[config.mk]
export PLATFORM = sky130hd
export DESIGN_NAME = bus_endpoint
export DESIGN_NICKNAME = d
export VERILOG_FILES = /design/src/rtl/bus_endpoint.sv
export SDC_FILE = /design/constraint.sdc
export NUM_CORES = 1
export LEC_CHECK = 0
export CORE_AREA = 8 8 161 163
export CTS_CLUSTER_DIAMETER = 120
export DETAILED_ROUTE_END_ITERATION = 8
export DIE_AREA = 0 0 169 171
export PLACE_DENSITY = 0.78
export REMOVE_ABC_BUFFERS = 1
export SYNTH_ARGS = -nofsm -noshare
export SYNTH_HDL_FRONTEND = slang
export SYNTH_SLANG_ARGS = --single-unit
[constraint.sdc]
create_clock -name clk -period 3.7 [get_ports clk]
set_clock_uncertainty 0.1 [all_clocks]
set_input_delay 0.37 -clock clk [delete_from_list [all_inputs] [get_ports clk]]
set_output_delay 0.37 -clock clk [all_outputs]
set_load 0.02 [all_outputs]
[src/rtl/bus_endpoint.sv]
// Bus endpoint: a show-ahead TX FIFO toward the bus arbiter and an address-filtered
// show-ahead RX FIFO toward the local consumer, with sticky error flags and drop/miss counters.
module bus_endpoint #(
    parameter int unsigned pckg_sz   = 16,
    parameter int unsigned depth     = 8,
    parameter logic [7:0]  id        = 8'h00,
    parameter logic [7:0]  broadcast = {8{1'b1}}
) (
    input  logic               clk,
    input  logic               reset,
    // Local transmit side
    input  logic               wr_en,
    input  logic [pckg_sz-1:0] wr_data,
    output logic               tx_full,
    // Arbiter side of the TX FIFO
    output logic               pndng,
    output logic [pckg_sz-1:0] D_pop,
    input  logic               pop,
    // Bus delivery into the RX FIFO
    input  logic               push,
    input  logic [pckg_sz-1:0] D_push,
    // Local receive side
    output logic               rx_valid,
    output logic [pckg_sz-1:0] rd_data,
    input  logic               rd_en,
    // Status
    output logic               tx_ovf,
    output logic               tx_udf,
    output logic [7:0]         rx_drop_cnt,
    output logic [7:0]         rx_miss_cnt
);

    localparam int unsigned AW = $clog2(depth);
    localparam int unsigned PW = AW + 1;
    localparam logic [PW-1:0] PtrInc = {{AW{1'b0}}, 1'b1};

    // ------------------------------------------------------------------
    // State
    // ------------------------------------------------------------------
    logic [pckg_sz-1:0] tx_mem_q [depth];
    logic [pckg_sz-1:0] rx_mem_q [depth];

    logic [PW-1:0] tx_wr_ptr_q, tx_wr_ptr_d;
    logic [PW-1:0] tx_rd_ptr_q, tx_rd_ptr_d;
    logic [PW-1:0] rx_wr_ptr_q, rx_wr_ptr_d;
    logic [PW-1:0] rx_rd_ptr_q, rx_rd_ptr_d;

    logic          tx_ovf_q, tx_ovf_d;
    logic          tx_udf_q, tx_udf_d;
    logic [7:0]    rx_drop_cnt_q, rx_drop_cnt_d;
    logic [7:0]    rx_miss_cnt_q, rx_miss_cnt_d;

    // ------------------------------------------------------------------
    // Occupancy decode: equal index bits with differing MSB means full
    // ------------------------------------------------------------------
    logic tx_empty, tx_full_w;
    logic rx_empty, rx_full;

    assign tx_empty  = (tx_wr_ptr_q == tx_rd_ptr_q);
    assign tx_full_w = (tx_wr_ptr_q[AW] != tx_rd_ptr_q[AW]) &&
                       (tx_wr_ptr_q[AW-1:0] == tx_rd_ptr_q[AW-1:0]);
    assign rx_empty  = (rx_wr_ptr_q == rx_rd_ptr_q);
    assign rx_full   = (rx_wr_ptr_q[AW] != rx_rd_ptr_q[AW]) &&
                       (rx_wr_ptr_q[AW-1:0] == rx_rd_ptr_q[AW-1:0]);

    // ------------------------------------------------------------------
    // Transfer qualification
    // ------------------------------------------------------------------
    logic       tx_we, tx_re;
    logic       rx_we, rx_re;
    logic       rx_match, rx_miss, rx_drop;
    logic [7:0] rx_dest;

    // A write while full is dropped even if the same edge frees a slot.
    assign tx_we    = wr_en && !tx_full_w;
    assign tx_re    = pop && !tx_empty;

    assign rx_dest  = D_push[pckg_sz-1 -: 8];
    assign rx_match = (rx_dest == id) || (rx_dest == broadcast);
    assign rx_re    = rd_en && !rx_empty;
    // A full RX FIFO is never empty, so a concurrent read always frees the slot.
    assign rx_we    = push && rx_match && (!rx_full || rx_re);
    assign rx_drop  = push && rx_match && rx_full && !rx_re;
    assign rx_miss  = push && !rx_match;

    // ------------------------------------------------------------------
    // Next-state logic
    // ------------------------------------------------------------------
    always_comb begin
        tx_wr_ptr_d   = tx_wr_ptr_q;
        tx_rd_ptr_d   = tx_rd_ptr_q;
        rx_wr_ptr_d   = rx_wr_ptr_q;
        rx_rd_ptr_d   = rx_rd_ptr_q;
        tx_ovf_d      = tx_ovf_q;
        tx_udf_d      = tx_udf_q;
        rx_drop_cnt_d = rx_drop_cnt_q;
        rx_miss_cnt_d = rx_miss_cnt_q;

        if (tx_we) tx_wr_ptr_d = tx_wr_ptr_q + PtrInc;
        if (tx_re) tx_rd_ptr_d = tx_rd_ptr_q + PtrInc;
        if (rx_we) rx_wr_ptr_d = rx_wr_ptr_q + PtrInc;
        if (rx_re) rx_rd_ptr_d = rx_rd_ptr_q + PtrInc;

        if (wr_en && tx_full_w) tx_ovf_d = 1'b1;
        if (pop && tx_empty)    tx_udf_d = 1'b1;

        if (rx_drop && (rx_drop_cnt_q != 8'hFF)) rx_drop_cnt_d = rx_drop_cnt_q + 8'd1;
        if (rx_miss && (rx_miss_cnt_q != 8'hFF)) rx_miss_cnt_d = rx_miss_cnt_q + 8'd1;
    end

    // ------------------------------------------------------------------
    // Control registers
    // ------------------------------------------------------------------
    always_ff @(posedge clk or negedge reset) begin
        if (!reset) begin
            tx_wr_ptr_q   <= '0;
            tx_rd_ptr_q   <= '0;
            rx_wr_ptr_q   <= '0;
            rx_rd_ptr_q   <= '0;
            tx_ovf_q      <= 1'b0;
            tx_udf_q      <= 1'b0;
            rx_drop_cnt_q <= 8'd0;
            rx_miss_cnt_q <= 8'd0;
        end else begin
            tx_wr_ptr_q   <= tx_wr_ptr_d;
            tx_rd_ptr_q   <= tx_rd_ptr_d;
            rx_wr_ptr_q   <= rx_wr_ptr_d;
            rx_rd_ptr_q   <= rx_rd_ptr_d;
            tx_ovf_q      <= tx_ovf_d;
            tx_udf_q      <= tx_udf_d;
            rx_drop_cnt_q <= rx_drop_cnt_d;
            rx_miss_cnt_q <= rx_miss_cnt_d;
        end
    end

    // Storage is not reset; the pointers alone define which entries are live.
    always_ff @(posedge clk) begin
        if (reset && tx_we) tx_mem_q[tx_wr_ptr_q[AW-1:0]] <= wr_data;
        if (reset && rx_we) rx_mem_q[rx_wr_ptr_q[AW-1:0]] <= D_push;
    end

    // ------------------------------------------------------------------
    // Outputs: show-ahead heads straight from storage
    // ------------------------------------------------------------------
    assign tx_full     = tx_full_w;
    assign pndng       = !tx_empty;
    assign D_pop       = tx_mem_q[tx_rd_ptr_q[AW-1:0]];
    assign rx_valid    = !rx_empty;
    assign rd_data     = rx_mem_q[rx_rd_ptr_q[AW-1:0]];
    assign tx_ovf      = tx_ovf_q;
    assign tx_udf      = tx_udf_q;
    assign rx_drop_cnt = rx_drop_cnt_q;
    assign rx_miss_cnt = rx_miss_cnt_q;

endmodule

==> flow_summary.yaml <==
routing:
  dr.first_iter.drc_count: 348
  vias: 5599
  viasPerCell: 5.54
  routedWlPerCell_um: 21.8
  wl_um: 22000
  drt-pass1-iter-count: 4
  drc_errors: 0
  postRouteAntennaNets: 0
logic_synthesis:
  yosys_warnings: 0
  synth.distinct_cells: 42
  yosysSeqAreaShare_pct: 74.5
  synth-seq-cells: 290
  syn_area_per_cell_um2: 20.9
  synth_cells: 549
  syn_area_mm2: 0.0115
  synth-edff-count: 256
  async_flop_share_pct: 11.7
  ys.flop_type: "edfxtp_1"
global_routing:
  grt.total_usage_pct: 15.2
  antenna_found_initial: 1
  grt_max_degree: 37
  grt_pass1_vias: 5986
  grt_pass1_wl_um: 33900
  gr-total-overflow: 0
setup_path:
  slowest_stage: "dfrtp_2"
  arrival_ns: 2.93
  max_stage_delay_ns: 0.70
  crit_chain: "buf_12, mux4_2, mux2_2, clkdlybuf4s50_1"
  worstPathRequired_ns: 3.23
  critPathLaunchType: "register"
  reg2reg_depth: 6
  r2r_start: "tx_rd_ptr_q[0]"
  critPathKind: "register to output pin"
  reg2reg_slack_ns: 1.09
  r2r-end: "tx_mem_q[6][10]"
  worstSetupEndpointType: "output pin"
  cp_max_fo: 22
pwr:
  p_per_area_mw_per_mm2: 732
  ir_drop_uv: 723
  leakage_nw: 4.59
cts:
  clockRootBuffer: "clkbuf_16"
  clk_latency_ns: 0.53
  numCtsBuffers: 29
  cts_tree: "built"
  cts_sinks: 290
  path_clk_slew_ns: 0.07
  clock_path_buffers: 3
  htree_num_levels: 1
floorplanning:
  ios: 91
  die_width_um: 169
  fp-row-count: 56
  core_area_mm2: 0.0233
  dieHeight_um: 171
  die_area_mm2: 0.0289
  initial_utilization_pct: 49.3
sta:
  fin_ws_ns: 0.295
  period_share_pct: 92.0
  rsz0062_at_grt: "no"
  worstMarginPinSlew_ns: 0.519
  hold_viol_final: 0
  finalSetupViolations: 0
  fmax_mhz: 294
  drv_slew: 0
  slew_headroom_pct: 65.4
  min_period_ns: 3.40
cells_and_area:
  nFillCells: 1679
  antenna_cells: 0
  drive_above_1_share_pct: 28.6
  finalInstanceArea_mm2: 0.0138
  area_growth_pct: 20.7
  layout.nets: 715
worst_hold_path:
  min_path_type: "input port to asynchronous set/reset pin"
outcome:
  outcome: "completed"
placed_design:
  place_ws_ns: 0.616
  portBuffers: 90
  dp_hpwl_um: 13600
  gp_congestion: 0.773
  placedInstanceArea_mm2: 0.0129
job:
  drv_cap: 0
==> logic make-up after synthesis <==
group / share of synthesized area [%]
AOI/OAI and AO/OA: 0.382
xor gates and xnor gates: 2.57
adders and majority gates: 0.655
buffers and inverters: 1.29
DFF: 74.5
muxes: 16.5
and+or+nand+nor: 4.12
==> flip-flops by register name (all words and copies together), names as in the netlist <==
name	cells
tx_rd_ptr_q	4
rx_rd_ptr_q	4
rx_drop_cnt	8
tx_udf	1
tx_wr_ptr_q	4
tx_mem_q	128
rx_wr_ptr_q	4
rx_mem_q	128
rx_miss_cnt	8
tx_ovf	1
==> stage by stage <==
step / hold slack (ns) / cells / setup TNS (ns) / power [mW] / util [%]
after global placement: 0.207 / 958 / 0 / 7.32 / 55.4
after CTS: 0.211 / 1011 / 0 / 10.3 / 59.5
final: 0.206 / 1011 / 0 / 10.1 / 59.5
after global routing: 0.236 / 1011 / 0 / 10.5 / 59.5
after floorplan: -0.0256 / 521 / -52.80 / 6.12 / -
after detailed placement: 0.218 / 958 / 0 / 7.40 / 55.4
==> report_power, final <==
group          leakage (nW)  switching [mW]  total [mW]  internal [mW]
registers              2.73           0.211        4.02           3.81
clock network         0.458            1.18        2.83           1.65
logic                  1.40            1.56        3.29           1.73
==> final cells by class <==
class / count / area (um^2) / area share, %
sequential: 290 / 8540 / 61.7
multi-input combinational: 228 / 2820 / 20.4
timing repair buffer: 119 / 1130 / 8.16
clock buffer: 30 / 729 / 5.27
tap: 319 / 399 / 2.88
clock inverter: 22 / 204 / 1.47
inverter: 3 / 11.3 / 0.0814
==> cells in the mapped netlist, types with 2 or more instances <==
cell,number,area (um^2)
edfxtp_1,256,7690
mux4_2,64,1440
mux2_2,38,428
dfrtp_1,34,851
xnor2_1,18,158
clkbuf_1,15,56.3
nand4_1,13,81.3
nor2_1,13,48.8
nand2_1,12,45.0
xor2_1,12,105
buf_2,9,45.0
nor3_1,7,35.0
ha_1,6,75.1
nand2b_1,5,31.3
nand3_1,5,25.0
and3_1,4,25.0
nor4_1,4,25.0
and4_1,3,26.3
inv_1,3,11.3
buf_6,2,22.5
nor4bb_1,2,20.0
or2_1,2,12.5
or4_4,2,22.5
xnor2_2,2,32.5
==> cells in the final DEF (no fill, tap or decap), drive strengths merged, types with 5 or more instances in the layout <==
cell / n
nand4: 13
ha: 6
xnor2: 20
nand3: 5
xor2: 12
clkdlybuf4s50: 89
nor3: 7
clkinv: 15
edfxtp: 256
nor2: 15
buf: 29
clkbuf: 30
nand2b: 5
nand2: 12
dfrtp: 34
mux4: 64
mux2: 39
==> metal layers <==
metal	track usage, %	share of wire (%)	up-vias
li1	-	-	2477
met2	27.5	52	170
met3	3.07	5.2	41
met1	18.2	40	2909
met4	4.35	2.4	2
met5	0	0.059	-
==> worst max-delay path by stage <==
stage              startpoint              to
2_1_floorplan  rx_rd_ptr_q[0]  rx_mem_q[0][0]
3_3_place_gp       D_push[12]  rx_mem_q[2][1]
3_5_place_dp       D_push[15]  rx_mem_q[2][6]
4_1_cts        tx_rd_ptr_q[0]       D_pop[12]
5_1_grt        tx_rd_ptr_q[0]       D_pop[12]
6_report       tx_rd_ptr_q[0]       D_pop[12]
==> critical path, delay by kind of cell, from the launching register on <==
kind	cells	cell delay, ns
multiplexers	2	0.87
buffers and inverters	2	0.83
flip-flops	1	0.70
==> what timing repair did <==
action | CTS | global route
gates resized for setup | 0 | 0
hold endpoints to repair | 13 | 0
buffers inserted | 0 | 0
hold buffers | 1 | 0
Power figures use the tool's default switching activity.
